===== src/rtl/mem_arbiter.sv =====
// mem_arbiter: two-slot IF/LS byte-serial memory arbiter; define LS_PRIORITY_EN for fixed LS priority instead of round-robin
module mem_arbiter (
  input  logic        clk,
  input  logic        rst,
  input  logic        clear,
  input  logic        IFreqEn,
  input  logic [31:0] IFaddr,
  output logic        IFfree,
  output logic        instOutEn,
  output logic [31:0] inst,
  input  logic        LSreqEn,
  input  logic        LSRW,
  input  logic [31:0] LSaddr,
  input  logic [1:0]  LSlen,
  input  logic [31:0] Sdata,
  output logic        LSfree,
  output logic        LOutEn,
  output logic [31:0] Ldata,
  output logic        SOutEn,
  input  logic [7:0]  mem_din,
  output logic [7:0]  mem_dout,
  output logic [31:0] mem_a,
  output logic        mem_wr
);
  typedef enum logic [1:0] {IDLE, BUSY_IF, BUSY_LR, BUSY_LW} state_t;
  state_t      state;
  logic        if_valid, ls_valid, ls_rw, last_ls, if_ok, pick_ls;
  logic [31:0] if_addr, ls_addr, ls_data, addr, acc, acc_nx;
  logic [1:0]  ls_len, idx;
  logic [2:0]  cnt, n;
  logic [7:0]  wbyte;

  assign IFfree = !if_valid;
  assign LSfree = !ls_valid;

  // transfer length/address of the active requester, grant choice and next assembled word
  always_comb begin
    n = state == BUSY_IF ? 3'd4 : ls_len == 2'd0 ? 3'd1 : ls_len == 2'd1 ? 3'd2 : 3'd4;
    addr = state == BUSY_IF ? if_addr : ls_addr;
    if_ok = if_valid && !clear;
`ifdef LS_PRIORITY_EN
    pick_ls = ls_valid;
`else
    pick_ls = ls_valid && (!if_ok || !last_ls);
`endif
    wbyte = 8'(ls_data >> {cnt[1:0], 3'b000});
    idx = 2'(cnt - 3'd2);
    acc_nx = acc;
    acc_nx[{idx, 3'b000} +: 8] = mem_din;
  end

  // slot capture, arbitration and byte sequencing; cnt equals cycles elapsed since grant
  always_ff @(posedge clk) begin
    if (rst) begin
      state     <= IDLE;
      if_valid  <= 1'b0;
      ls_valid  <= 1'b0;
      last_ls   <= 1'b0;
      cnt       <= 3'd0;
      acc       <= 32'd0;
      inst      <= 32'd0;
      Ldata     <= 32'd0;
      instOutEn <= 1'b0;
      LOutEn    <= 1'b0;
      SOutEn    <= 1'b0;
      mem_wr    <= 1'b0;
      mem_a     <= 32'd0;
      mem_dout  <= 8'd0;
    end else begin
      instOutEn <= 1'b0;
      LOutEn    <= 1'b0;
      SOutEn    <= 1'b0;
      mem_wr    <= 1'b0;
      mem_a     <= 32'd0;
      mem_dout  <= 8'd0;
      if (IFreqEn && !if_valid && !clear) begin
        if_valid <= 1'b1;
        if_addr  <= IFaddr;
      end
      if (LSreqEn && !ls_valid) begin
        ls_valid <= 1'b1;
        ls_rw    <= LSRW;
        ls_addr  <= LSaddr;
        ls_len   <= LSlen;
        ls_data  <= Sdata;
      end
      if (clear) if_valid <= 1'b0;
      if (state == IDLE) begin
        if (ls_valid || if_ok) begin
          state    <= pick_ls ? (ls_rw ? BUSY_LW : BUSY_LR) : BUSY_IF;
          last_ls  <= pick_ls;
          cnt      <= 3'd1;
          acc      <= 32'd0;
          mem_a    <= pick_ls ? ls_addr : if_addr;
          mem_wr   <= pick_ls && ls_rw;
          mem_dout <= pick_ls && ls_rw ? ls_data[7:0] : 8'd0;
        end
      end else if (state == BUSY_IF && clear) begin
        state <= IDLE;
      end else if (state == BUSY_LW && cnt == n) begin
        SOutEn   <= 1'b1;
        ls_valid <= 1'b0;
        state    <= IDLE;
      end else if (state != BUSY_LW && cnt == n + 3'd1) begin
        state <= IDLE;
        if (state == BUSY_IF) begin
          instOutEn <= 1'b1;
          inst      <= acc_nx;
          if_valid  <= 1'b0;
        end else begin
          LOutEn   <= 1'b1;
          Ldata    <= acc_nx;
          ls_valid <= 1'b0;
        end
      end else begin
        cnt <= cnt + 3'd1;
        if (cnt >= 3'd2) acc <= acc_nx;
        if (cnt < n) begin
          mem_a    <= addr + 32'(cnt);
          mem_wr   <= state == BUSY_LW;
          mem_dout <= state == BUSY_LW ? wbyte : 8'd0;
        end
      end
    end
  end
endmodule


===== config.mk =====
export PLATFORM = sky130hd
export DESIGN_NAME = mem_arbiter
export DESIGN_NICKNAME = d
export VERILOG_FILES = /design/src/rtl/mem_arbiter.sv
export SDC_FILE = /design/constraint.sdc
export NUM_CORES = 1
export LEC_CHECK = 0
export ABC_AREA = 0
export ABC_CLOCK_PERIOD_IN_PS = 17200
export BUFFER_PORTS_ARGS = -buffer_cell sky130_fd_sc_hd__buf_2
export CORE_UTILIZATION = 60
export CTS_BUF_LIST = sky130_fd_sc_hd__clkbuf_2 sky130_fd_sc_hd__clkbuf_4 sky130_fd_sc_hd__clkbuf_8
export DETAILED_ROUTE_END_ITERATION = 7
export HOLD_SLACK_MARGIN = 0.03
export PLACE_DENSITY_LB_ADDON = 0.15
export SYNTH_ARGS = -nofsm -noshare
export SYNTH_HDL_FRONTEND = slang
export SYNTH_SLANG_ARGS = --single-unit

===== constraint.sdc =====
create_clock -name clk -period 17.2 [get_ports clk]
set_clock_uncertainty 0.15 [all_clocks]
set_input_delay 4.3 -clock clk [delete_from_list [all_inputs] [get_ports clk]]
set_output_delay 4.3 -clock clk [all_outputs]
set_load 0.01 [all_outputs]

# Word-level counts from Yosys, hierarchy flattened
# Index checks and enable logic that the tools add are counted.
# totals
register_bits	247
latchBits	0
mem_bits_rw	0
romBits	0
inputBits	112
output_inout_bits	110
elab_cells	135
mem_count	0
# op_classes
addsub	5
multipliers	0
div	0
order_cmp	2
n_eq_ne	10
shifts	3
n_mux	60
bitwise	6
reduce_logical	30
# op_table
cell	count
$mux 32	14
$mux 8	8
$add 32x3->32	1
$bwmux 32	1
$shift 8x7->32 const A	1
$shiftx 8x7->32	1
$shr 32x5->8	1
$mux 3	8
$mux 1	23
$reduce_and 5->1	3
$mux 2	6
$logic_and 1x1->1	9
$ne 2x2->1 const B	4
$reduce_and 2->1	4
$neg 5->7	1
$add 3x1->3 const B	2
$eq 3x3->1	2
$not 1->1	6
$logic_not 1->1	5
$reduce_or 5->1	1
$eq 2x1->1 const B	2
$logic_not 2->1	2
$reduce_and 4->1	1
$reduce_bool 4->1	1
8 further kinds	9

# Logic depth before layout (Yosys ltp)
# Gate-level depths: netlist (run 1).
# depth
word_depth	11
ltp_mapped	16
mapped_depth_nobuf	11

# Least setup slack after synthesis (run 1)
# No wires, ideal clock.
# synth_path
path_kind	in2reg
startpoint	input port rst
endpoint	register ls_addr[0] (enable)
setup_time_ns	0.588
arrival_ns	9.551
setup_slack_ns	6.911
stages	3
cell_sequence	clkbuf_1 > clkbuf_1 > nor3b_1
# synth_via
elab_chain_len	2
# synth_rtl
element	line_no	text
start: declaration	4	input logic rst,
$not 1->1 (no line)	n/a	
$reduce_and 2->1 (no line)	n/a	
end signal: assignment	83	ls_addr <= LSaddr;
end: declaration	28	logic [31:0] if_addr, ls_addr, ls_data, addr, acc, acc_nx;
# No other way between the ends.
# A chain may end at the register's enable or synchronous reset.

==> results of run 1 <==
## cell families after synthesis
family	share of synthesized area
flops	0.545
simple gates	0.174
buf+inv	0.0304
mux	0.0831
fa+ha+maj	0.0168
compound gates	0.131
xor+xnor	0.0201
## routing by layer
layer | wire, um | up-vias | track usage | share of wire
li1 | - | 4096 | - | -
met1 | 10900 | 3862 | 0.352 | 0.44
met2 | 11600 | 302 | 0.430 | 0.47
met3 | 1630 | 57 | 0.0507 | 0.066
met4 | 730 | 0 | 0.100 | 0.029
met5 | 0 | - | 0 | 0
## how the worst min path moves through the flow
| stage | start | to | depth (start not counted) |
|---|---|---|---|
| after floorplan | acc[0] | acc[0] | 2 |
| after global placement | acc[4] | acc[4] | 2 |
| after detailed placement | acc[24] | acc[24] | 2 |
| after CTS | acc[24] | acc[24] | 2 |
| after global routing | acc[7] | acc[7] | 2 |
| final | acc[24] | acc[24] | 2 |
## where the power goes
group	internal, W	total [W]	switching [W]	leakage (nW)
Clock	0.000259	0.000475	0.000216	0.386
Sequential	0.000635	0.000654	0.0000194	2.11
Combinational	0.0000716	0.000187	0.000115	2.71
## registers in the layout, summed over array words and instances (netlist names)
name / count
LOutEn: 1
Ldata: 32
SOutEn: 1
acc: 32
cnt: 3
if_addr: 32
if_valid: 1
inst: 32
instOutEn: 1
last_ls: 1
ls_addr: 32
ls_data: 32
ls_len: 2
ls_rw: 1
ls_valid: 1
mem_a: 32
mem_dout: 8
mem_wr: 1
state: 2
## metrics by stage
| stage | hold slack [ps] | total power [W] |
|---|---|---|
| 2_1_floorplan | 302 | 0.000793 |
| 3_3_place_gp | 313 | 0.000849 |
| 3_5_place_dp | 315 | 0.000852 |
| 4_1_cts | 334 | 0.00133 |
| 5_1_grt | 359 | 0.00137 |
| 6_report | 333 | 0.00132 |
## cell usage in the layout (no fill, tap or decap), types with 4 or more instances in the layout
cell type	n
a211oi_1	66
a21oi_1	59
a22oi_1	9
a31oi_1	9
and3_1	9
buf_2	220
buf_4	12
clkbuf_4	12
clkbuf_8	44
clkinv_1	4
dfxtp_1	148
edfxtp_1	99
ha_1	13
inv_1	6
mux2_2	5
mux2i_1	53
mux2i_2	4
mux4_2	8
nand2_1	93
nand3_1	16
nand3b_1	33
nand4_1	7
nor2_1	106
nor2b_1	33
nor3_1	14
nor3b_2	4
nor4_1	4
nor4_2	5
o21ai_0	7
o22ai_1	15
o31ai_1	32
or3_1	6
xnor2_1	10
xor2_1	15
## final cells by class
type,instances,area (um2)
fill,1303,4700
tap,225,282
clock inverter,9,47.5
clock buffer,56,696
multi-input combinational,681,4660
timing repair buffer,232,1190
sequential,247,5940
inverter,6,22.5
## worst register-to-register path: stages, from the launching register on
cell and delay (ps):
dfxtp_1 530, nand2b_4 860, nand2_1 120, nand2_1 150, ha_1 170, a21oi_1 70
nand2_1 150, nand4_1 510, nor4_2 730, mux2i_1 260, nand2_1 60
==> results.json, run 1 <==
{
  "max_slew_margin": 0.328,
  "synth_area_leaders": "edfxtp_1 27%, dfxtp_1 27%, mux2i_1 4.9%",
  "r2r-start": "state[1]",
  "rsz0062_at_grt": "no",
  "placed_cell_area_um2": 12100,
  "critPathLaunchType": "primary input",
  "port_buffers": 221,
  "min_period_over_period": 0.356,
  "post-cts-setup-buffers": 0,
  "arrival_ps": 6350,
  "synthCells": 1000,
  "max_stage_delay_ps": 780,
  "layout-drive-gt1-share": 0.279,
  "fmax_mhz": 163,
  "cap_violations": 0,
  "grt_pass1_wl_um": 38600,
  "synthFlopType": "dfxtp_1",
  "cts.path.max_buffers": 3,
  "cts.htree.levels": 2,
  "dp_hpwl_um": 16500,
  "final_max_slew_viol_count": 0,
  "drt-total-wl_um": 24900,
  "hold_buffers": 0,
  "p_leak_nw": 5.21,
  "setup_violations": 0,
  "crit_start": "rst",
  "clk_latency_ps": 530,
  "antenna_found_initial": 0,
  "initial_utilization": 0.621,
  "num_vias": 8317,
  "clk_pin_slew_ps": 60,
  "drc_errors": 0,
  "grt_pass1_vias": 7673,
  "layout_setup_ws_ps": 11070,
  "clockRootBuffer": "clkbuf_8",
  "ant_nets": 0,
  "reg2reg_to": "mem_a[29]",
  "dr.pass1.iters": 5,
  "placed_cells": 1391,
  "yosysSeqAreaShare": 0.545,
  "die_h_um": 137,
  "nets": 1334,
  "ys_warn_count": 0,
  "grt_max_degree": 103,
  "hold_path.class": "flop to flop",
  "critPathMostFrequentCell": "buf_4",
  "cp_max_fo": 102,
  "syn-num-nets": 1126,
  "place_ws_ps": 10600,
  "netlist_area_um2": 10900,
  "pin_count": 222,
  "synthArstFlopShare": 0,
  "gp_congestion": 0.876,
  "fin_area_um2": 12800,
  "path_buf_inv": 2,
  "tightest_slew_ps": 1010,
  "cts_tree": "built",
  "drt-wirelength-per-cell_um": 17.1,
  "core_um2": 17500,
  "syn_to_final_growth_pct": 17.9,
  "ys_ff_latch": 247,
  "vias_per_cell": 5.71,
  "yosysTopAreaCellShare": 0.273,
  "cts_made_buffers": 40,
  "grt.total_usage": 0.265,
  "status": "finished clean",
  "fin_cells": 1456,
  "rows": 48,
  "chipWidth_um": 137,
  "tns_ps": 0,
  "hold_viol": 0,
  "dieArea_um2": 18700,
  "postLayoutCoreUtil": 0.732,
  "cp_num_cells": 4,
  "slowest_stage": "buf_4",
  "reg2reg_depth": 10,
  "grt_overflow_total": 0,
  "vdd_drop_max_mv": 0.0802,
  "crit_chain": "buf_4 -> buf_4 -> or2_2 -> o31ai_1",
  "path_class": "primary input to flop",
  "regToRegSetupSlack_ps": 13350,
  "cp-end-kind": "flop",
  "synth_area_per_cell_um2": 10.9,
  "synth-edff-count": 99,
  "diodes": 0,
  "period_needed_ps": 6130,
  "critical-path-top-delay-family": "buffers and inverters",
  "p_per_area_nw_per_um2": 102,
  "worst_ep_required_time_ps": 17420,
  "ys_types": 67,
  "initialDrtViolationCount": 589,
  "post-synth-top-area-cell": "edfxtp_1",
  "clock-sinks": 247,
  "cts_resized": 0,
  "synth_most_common_cell": "dfxtp_1",
  "synth_commonest_cells": "148 x dfxtp_1, 106 x nor2_1, 99 x edfxtp_1, 93 x nand2_1, 66 x a211oi_1",
  "crit_end": "acc[27]"
}
Note: power is estimated with default switching activity, not from simulation.
==> inputs of run 2 (changes only) <==
--- a/config.mk
+++ b/config.mk
@@ -6,9 +6,9 @@
 export NUM_CORES = 1
 export LEC_CHECK = 0
 export ABC_AREA = 0
-export ABC_CLOCK_PERIOD_IN_PS = 17200
+export ABC_CLOCK_PERIOD_IN_PS = 6300
 export BUFFER_PORTS_ARGS = -buffer_cell sky130_fd_sc_hd__buf_2
-export CORE_UTILIZATION = 60
+export CORE_UTILIZATION = 57
 export CTS_BUF_LIST = sky130_fd_sc_hd__clkbuf_2 sky130_fd_sc_hd__clkbuf_4 sky130_fd_sc_hd__clkbuf_8
 export DETAILED_ROUTE_END_ITERATION = 7
 export HOLD_SLACK_MARGIN = 0.03
==> constraint.sdc (replaced) <==
create_clock -name clk -period 6.3 [get_ports clk]
set_clock_uncertainty 0.15 [all_clocks]
set_input_delay 1.575 -clock clk [delete_from_list [all_inputs] [get_ports clk]]
set_output_delay 1.575 -clock clk [all_outputs]
set_load 0.01 [all_outputs]
==> run 2 against run 1 <==
Compared with the run above: global-route usage down 0.65 points; flip-flop and latch count unchanged; count of clock-buffer cells in the layout up 8; register-to-register slack worse by 11000 ps; clock power rose to 3.1 times the previous value; worst setup slack worse by 8300 ps; cell area up 1.6%.
==> results.json, run 2 (synthesized netlist as in run 1, its figures left out) <==
{
  "cts_resized": 0,
  "crit_chain": "nand2b_4 -> buf_4 -> mux2i_2 -> nand4_2 -> nor4_2 -> mux2i_1 -> nand2_1",
  "dp_hpwl_um": 16900,
  "grt_max_degree": 108,
  "hold_path.class": "flop to flop",
  "rows": 50,
  "status": "finished clean",
  "p_leak_nw": 5.32,
  "chipWidth_um": 140,
  "path_class": "flop to flop",
  "postLayoutCoreUtil": 0.697,
  "fill_cells": 1444,
  "cts_tree": "built",
  "tns_ps": 0,
  "post-cts-setup-buffers": 0,
  "clk_latency_ps": 530,
  "cap_violations": 0,
  "worst_ep_required_time_ps": 6560,
  "power_switching_w": 0.000987,
  "die_h_um": 140,
  "cts_made_buffers": 42,
  "total_power_w": 0.00379,
  "max_stage_delay_ps": 620,
  "nets": 1339,
  "p_int_w": 0.00280,
  "core_um2": 18700,
  "p_sw_frac": 0.261,
  "p_per_area_nw_per_um2": 290,
  "power_frac_comb": 0.141,
  "grt_pass1_vias": 7871,
  "gp_congestion": 0.881,
  "dr.pass1.iters": 5,
  "cp-end-kind": "flop",
  "fmax_mhz": 281,
  "clk_pin_slew_ps": 60,
  "diodes": 0,
  "grt_pass1_wl_um": 40200,
  "syn_to_final_growth_pct": 19.8,
  "rsz0062_at_grt": "no",
  "period_needed_ps": 3550,
  "setup_violations": 0,
  "drt-total-wl_um": 25300,
  "final_common_cell": "buf_2",
  "drt-wirelength-per-cell_um": 17.1,
  "share_seq_of_total_power": 0.468,
  "final_max_slew_viol_count": 0,
  "pin_count": 222,
  "min_period_over_period": 0.564,
  "initialDrtViolationCount": 583,
  "port_buffers": 221,
  "final_cell_mix": "220 x buf_2, 148 x dfxtp_1, 106 x nor2_1",
  "vdd_drop_max_mv": 0.213,
  "clkPwrFrac": 0.391,
  "num_vias": 8432,
  "cts.htree.levels": 2,
  "hold_buffers": 0,
  "dieArea_um2": 19700,
  "arrival_ps": 3820,
  "drc_errors": 0,
  "vias_per_cell": 5.71,
  "clockRootBuffer": "clkbuf_8",
  "hold_viol": 0,
  "grt.total_usage": 0.259,
  "initial_utilization": 0.582,
  "antenna_found_initial": 0,
  "clock-sinks": 247,
  "cp_max_fo": 41,
  "layout-drive-gt1-share": 0.287,
  "cts.path.max_buffers": 3,
  "max_slew_margin": 0.330,
  "grt_overflow_total": 0,
  "slowest_stage": "buf_4",
  "critPathLaunchType": "flop",
  "ant_nets": 0,
  "tightest_slew_ps": 1010
}
[run 2: cell types whose count changed in the layout (fill, tap and decap cells not counted), moves of 2 or more]
cell	previous run	this run
clkbuf_8	44	54
clkinv_2	2	6
buf_4	12	14
clkbuf_4	12	10
clkinvlp_4	3	1
[run 2: per-layer routing]
metal | global-route usage | wire length, um | part of all wire
met3 | 0.0506 | 1730 | 0.068
met2 | 0.410 | 11600 | 0.46
met1 | 0.363 | 11600 | 0.46
met5 | 0 | 0 | 0
met4 | 0.0711 | 355 | 0.014
[run 2: cell type report]
cell class	instances	area, um2	area share
Clock buffer	64	818	0.0627
Clock inverter	11	78.8	0.00604
Inverter	6	22.5	0.00173
Multi-Input combinational cell	681	4670	0.358
Sequential cell	247	5940	0.455
Tap cell	234	293	0.0224
Timing Repair Buffer	235	1230	0.0940
[run 2: per-stage QoR]
step / std cells / hold WS [ps] / area [um2] / setup slack [ps]
3_5_place_dp: 1403 / 315 / 12100 / 2370
6_report: 1478 / 335 / 13000 / 2750
4_1_cts: 1478 / 332 / 13000 / 2770
2_1_floorplan: 1000 / 302 / 10900 / 343
5_1_grt: 1478 / 354 / 13000 / 2540
3_3_place_gp: 1403 / 313 / 12100 / 2410
[run 2: power by group through the flow]
stage / sequential (W) / clock, W / combinational, W
finish: 0.00177 / 0.00148 / 0.000532
floorplan: 0.00182 / 0 / 0.000348
global route: 0.00178 / 0.00159 / 0.000582
CTS: 0.00177 / 0.00151 / 0.000533
detailed placement: 0.00181 / 0 / 0.000530
global placement: 0.00180 / 0 / 0.000522
[run 2: critical path: cells and delay by family, from the launching register on]
kind / cells / cell delay (ps)
multiplexers: 2 / 760
AND/OR/NAND/NOR: 4 / 1330
buffers and inverters: 1 / 620
flip-flops: 1 / 560
[run 2: final timing paths]
path / from / to / slack, ps / cells after the start
max: state[1] / mem_a[29] / 2750 / 7
min: acc[3] / acc[3] / 340 / 2
max reg2reg: state[1] / mem_a[29] / 2750 / 7
min reg2reg: acc[3] / acc[3] / 340 / 2
==> inputs of run 3 (changes only) <==
--- a/config.mk
+++ b/config.mk
@@ -6,9 +6,9 @@
 export NUM_CORES = 1
 export LEC_CHECK = 0
 export ABC_AREA = 0
-export ABC_CLOCK_PERIOD_IN_PS = 6300
+export ABC_CLOCK_PERIOD_IN_PS = 3200
 export BUFFER_PORTS_ARGS = -buffer_cell sky130_fd_sc_hd__buf_2
-export CORE_UTILIZATION = 57
+export CORE_UTILIZATION = 51
 export CTS_BUF_LIST = sky130_fd_sc_hd__clkbuf_2 sky130_fd_sc_hd__clkbuf_4 sky130_fd_sc_hd__clkbuf_8
 export DETAILED_ROUTE_END_ITERATION = 7
 export HOLD_SLACK_MARGIN = 0.03
==> constraint.sdc (replaced) <==
create_clock -name clk -period 3.2 [get_ports clk]
set_clock_uncertainty 0.15 [all_clocks]
set_input_delay 0.8 -clock clk [delete_from_list [all_inputs] [get_ports clk]]
set_output_delay 0.8 -clock clk [all_outputs]
set_load 0.01 [all_outputs]
==> run 3 against run 2 <==
Compared with the run above: register-to-register slack lost 2500 ps; critical path type unchanged; count of clock-buffer cells in the layout grew 4; largest power group unchanged; critical path depth grew 4.
==> results.json, run 3 (synthesized netlist as in run 1, its figures left out) <==
{
  "drt-total-wl_um": 26600,
  "p_per_area_nw_per_um2": 564,
  "chipWidth_um": 148,
  "grt_pass1_wl_um": 41400,
  "dr.pass1.iters": 5,
  "period_needed_ps": 2940,
  "setup_violations": 0,
  "syn_to_final_growth_pct": 21.5,
  "die_h_um": 148,
  "min_period_over_period": 0.920,
  "placed_cells": 1458,
  "dp_hpwl_um": 17900,
  "port_buffers": 221,
  "grt_overflow_total": 0,
  "cp_max_fo": 64,
  "path_class": "flop to flop",
  "drc_errors": 0,
  "cts_made_buffers": 42,
  "initialDrtViolationCount": 562,
  "clock-sinks": 247,
  "hold_viol": 0,
  "clk_latency_ps": 540,
  "cap_violations": 0,
  "cts.path.max_buffers": 3,
  "nets": 1353,
  "dieArea_um2": 21900,
  "max_slew_margin": 0.529,
  "grt_max_degree": 65,
  "placed_cell_area_um2": 12400,
  "status": "finished clean",
  "layout-drive-gt1-share": 0.295,
  "power_frac_comb": 0.148,
  "tightest_slew_ps": 707,
  "clkPwrFrac": 0.384,
  "cp-end-kind": "flop",
  "cts_tree": "built",
  "num_vias": 8456,
  "p_sw_frac": 0.266,
  "rsz0062_at_grt": "no",
  "ant_nets": 0,
  "critPathLaunchType": "flop",
  "grt_pass1_vias": 7982,
  "final_cell_mix": "220 x buf_2, 148 x dfxtp_1, 106 x nor2_1",
  "arrival_ps": 3220,
  "hold_buffers": 0,
  "fmax_mhz": 340,
  "p_int_w": 0.00548,
  "final_max_slew_viol_count": 0,
  "cts_resized": 0,
  "vdd_drop_max_mv": 0.370,
  "tns_ps": 0,
  "share_seq_of_total_power": 0.468,
  "final_common_cell": "buf_2",
  "core_um2": 21000,
  "antenna_found_initial": 0,
  "drt-wirelength-per-cell_um": 17.3,
  "fin_area_um2": 13200,
  "worst_ep_required_time_ps": 3480,
  "clk_pin_slew_ps": 60,
  "vias_per_cell": 5.51,
  "p_leak_nw": 5.40,
  "grt.total_usage": 0.240,
  "hold_path.class": "primary input to flop",
  "whs_ps": 281,
  "post-cts-setup-buffers": 0,
  "gp_congestion": 0.856,
  "pin_count": 222,
  "cts.htree.levels": 2,
  "initial_utilization": 0.520,
  "diodes": 0,
  "power_switching_w": 0.00199,
  "rows": 53,
  "clockRootBuffer": "clkbuf_8",
  "fin_cells": 1534
}
-- run 3: power by group through the flow --
stage | Combinational (W) | Clock, W | Sequential, W
global placement | 0.00108 | 0 | 0.00356
CTS | 0.00110 | 0.00294 | 0.00349
detailed placement | 0.00109 | 0 | 0.00356
floorplan | 0.000689 | 0 | 0.00357
finish | 0.00110 | 0.00287 | 0.00349
global route | 0.00120 | 0.00310 | 0.00350
-- run 3: cell type report --
type,count,area (um2)
Clock inverter,8,38.8
Fill cell,1773,7720
Tap cell,275,344
Sequential cell,247,5940
Inverter,6,22.5
Timing Repair Buffer,249,1380
Multi-Input combinational cell,681,4680
Clock buffer,68,830
-- run 3: routing by layer --
| layer | GRT usage | part of all wire | wire, um |
|---|---|---|---|
| met1 | 0.330 | 0.46 | 12300 |
| met2 | 0.382 | 0.45 | 12100 |
| met3 | 0.0515 | 0.066 | 1770 |
| met4 | 0.0660 | 0.019 | 505 |
| met5 | 0 | 0 | 0 |
-- run 3: path summary, 6_finish.rpt --
check        startpoint     endpoint  slack, ps  cells after the start
max            state[0]      inst[6]        260                     11
min          IFaddr[10]  if_addr[10]        280                      1
max reg2reg    state[0]      inst[6]        260                     11
min reg2reg     acc[12]      acc[12]        330                      2
-- run 3: critical path, stage by stage, from the launching register on --
cell and delay [ps]:
dfxtp_1 310, nor2b_2 170, buf_4 150, nor3_1 240
ha_1 300, xor2_1 140, nor2_1 340, nand3_4 200
nor3_4 190, buf_12 280, nor2_1 90, a211oi_1 260
-- run 3: through the flow --
step                      total power [W]   util  setup WS (ps)
after floorplan                   0.00426      -           -210
final                             0.00746  0.631            256
after global placement            0.00464  0.590            447
after CTS                         0.00753  0.631            224
after detailed placement          0.00465  0.590            329
after global routing              0.00780  0.631           74.6
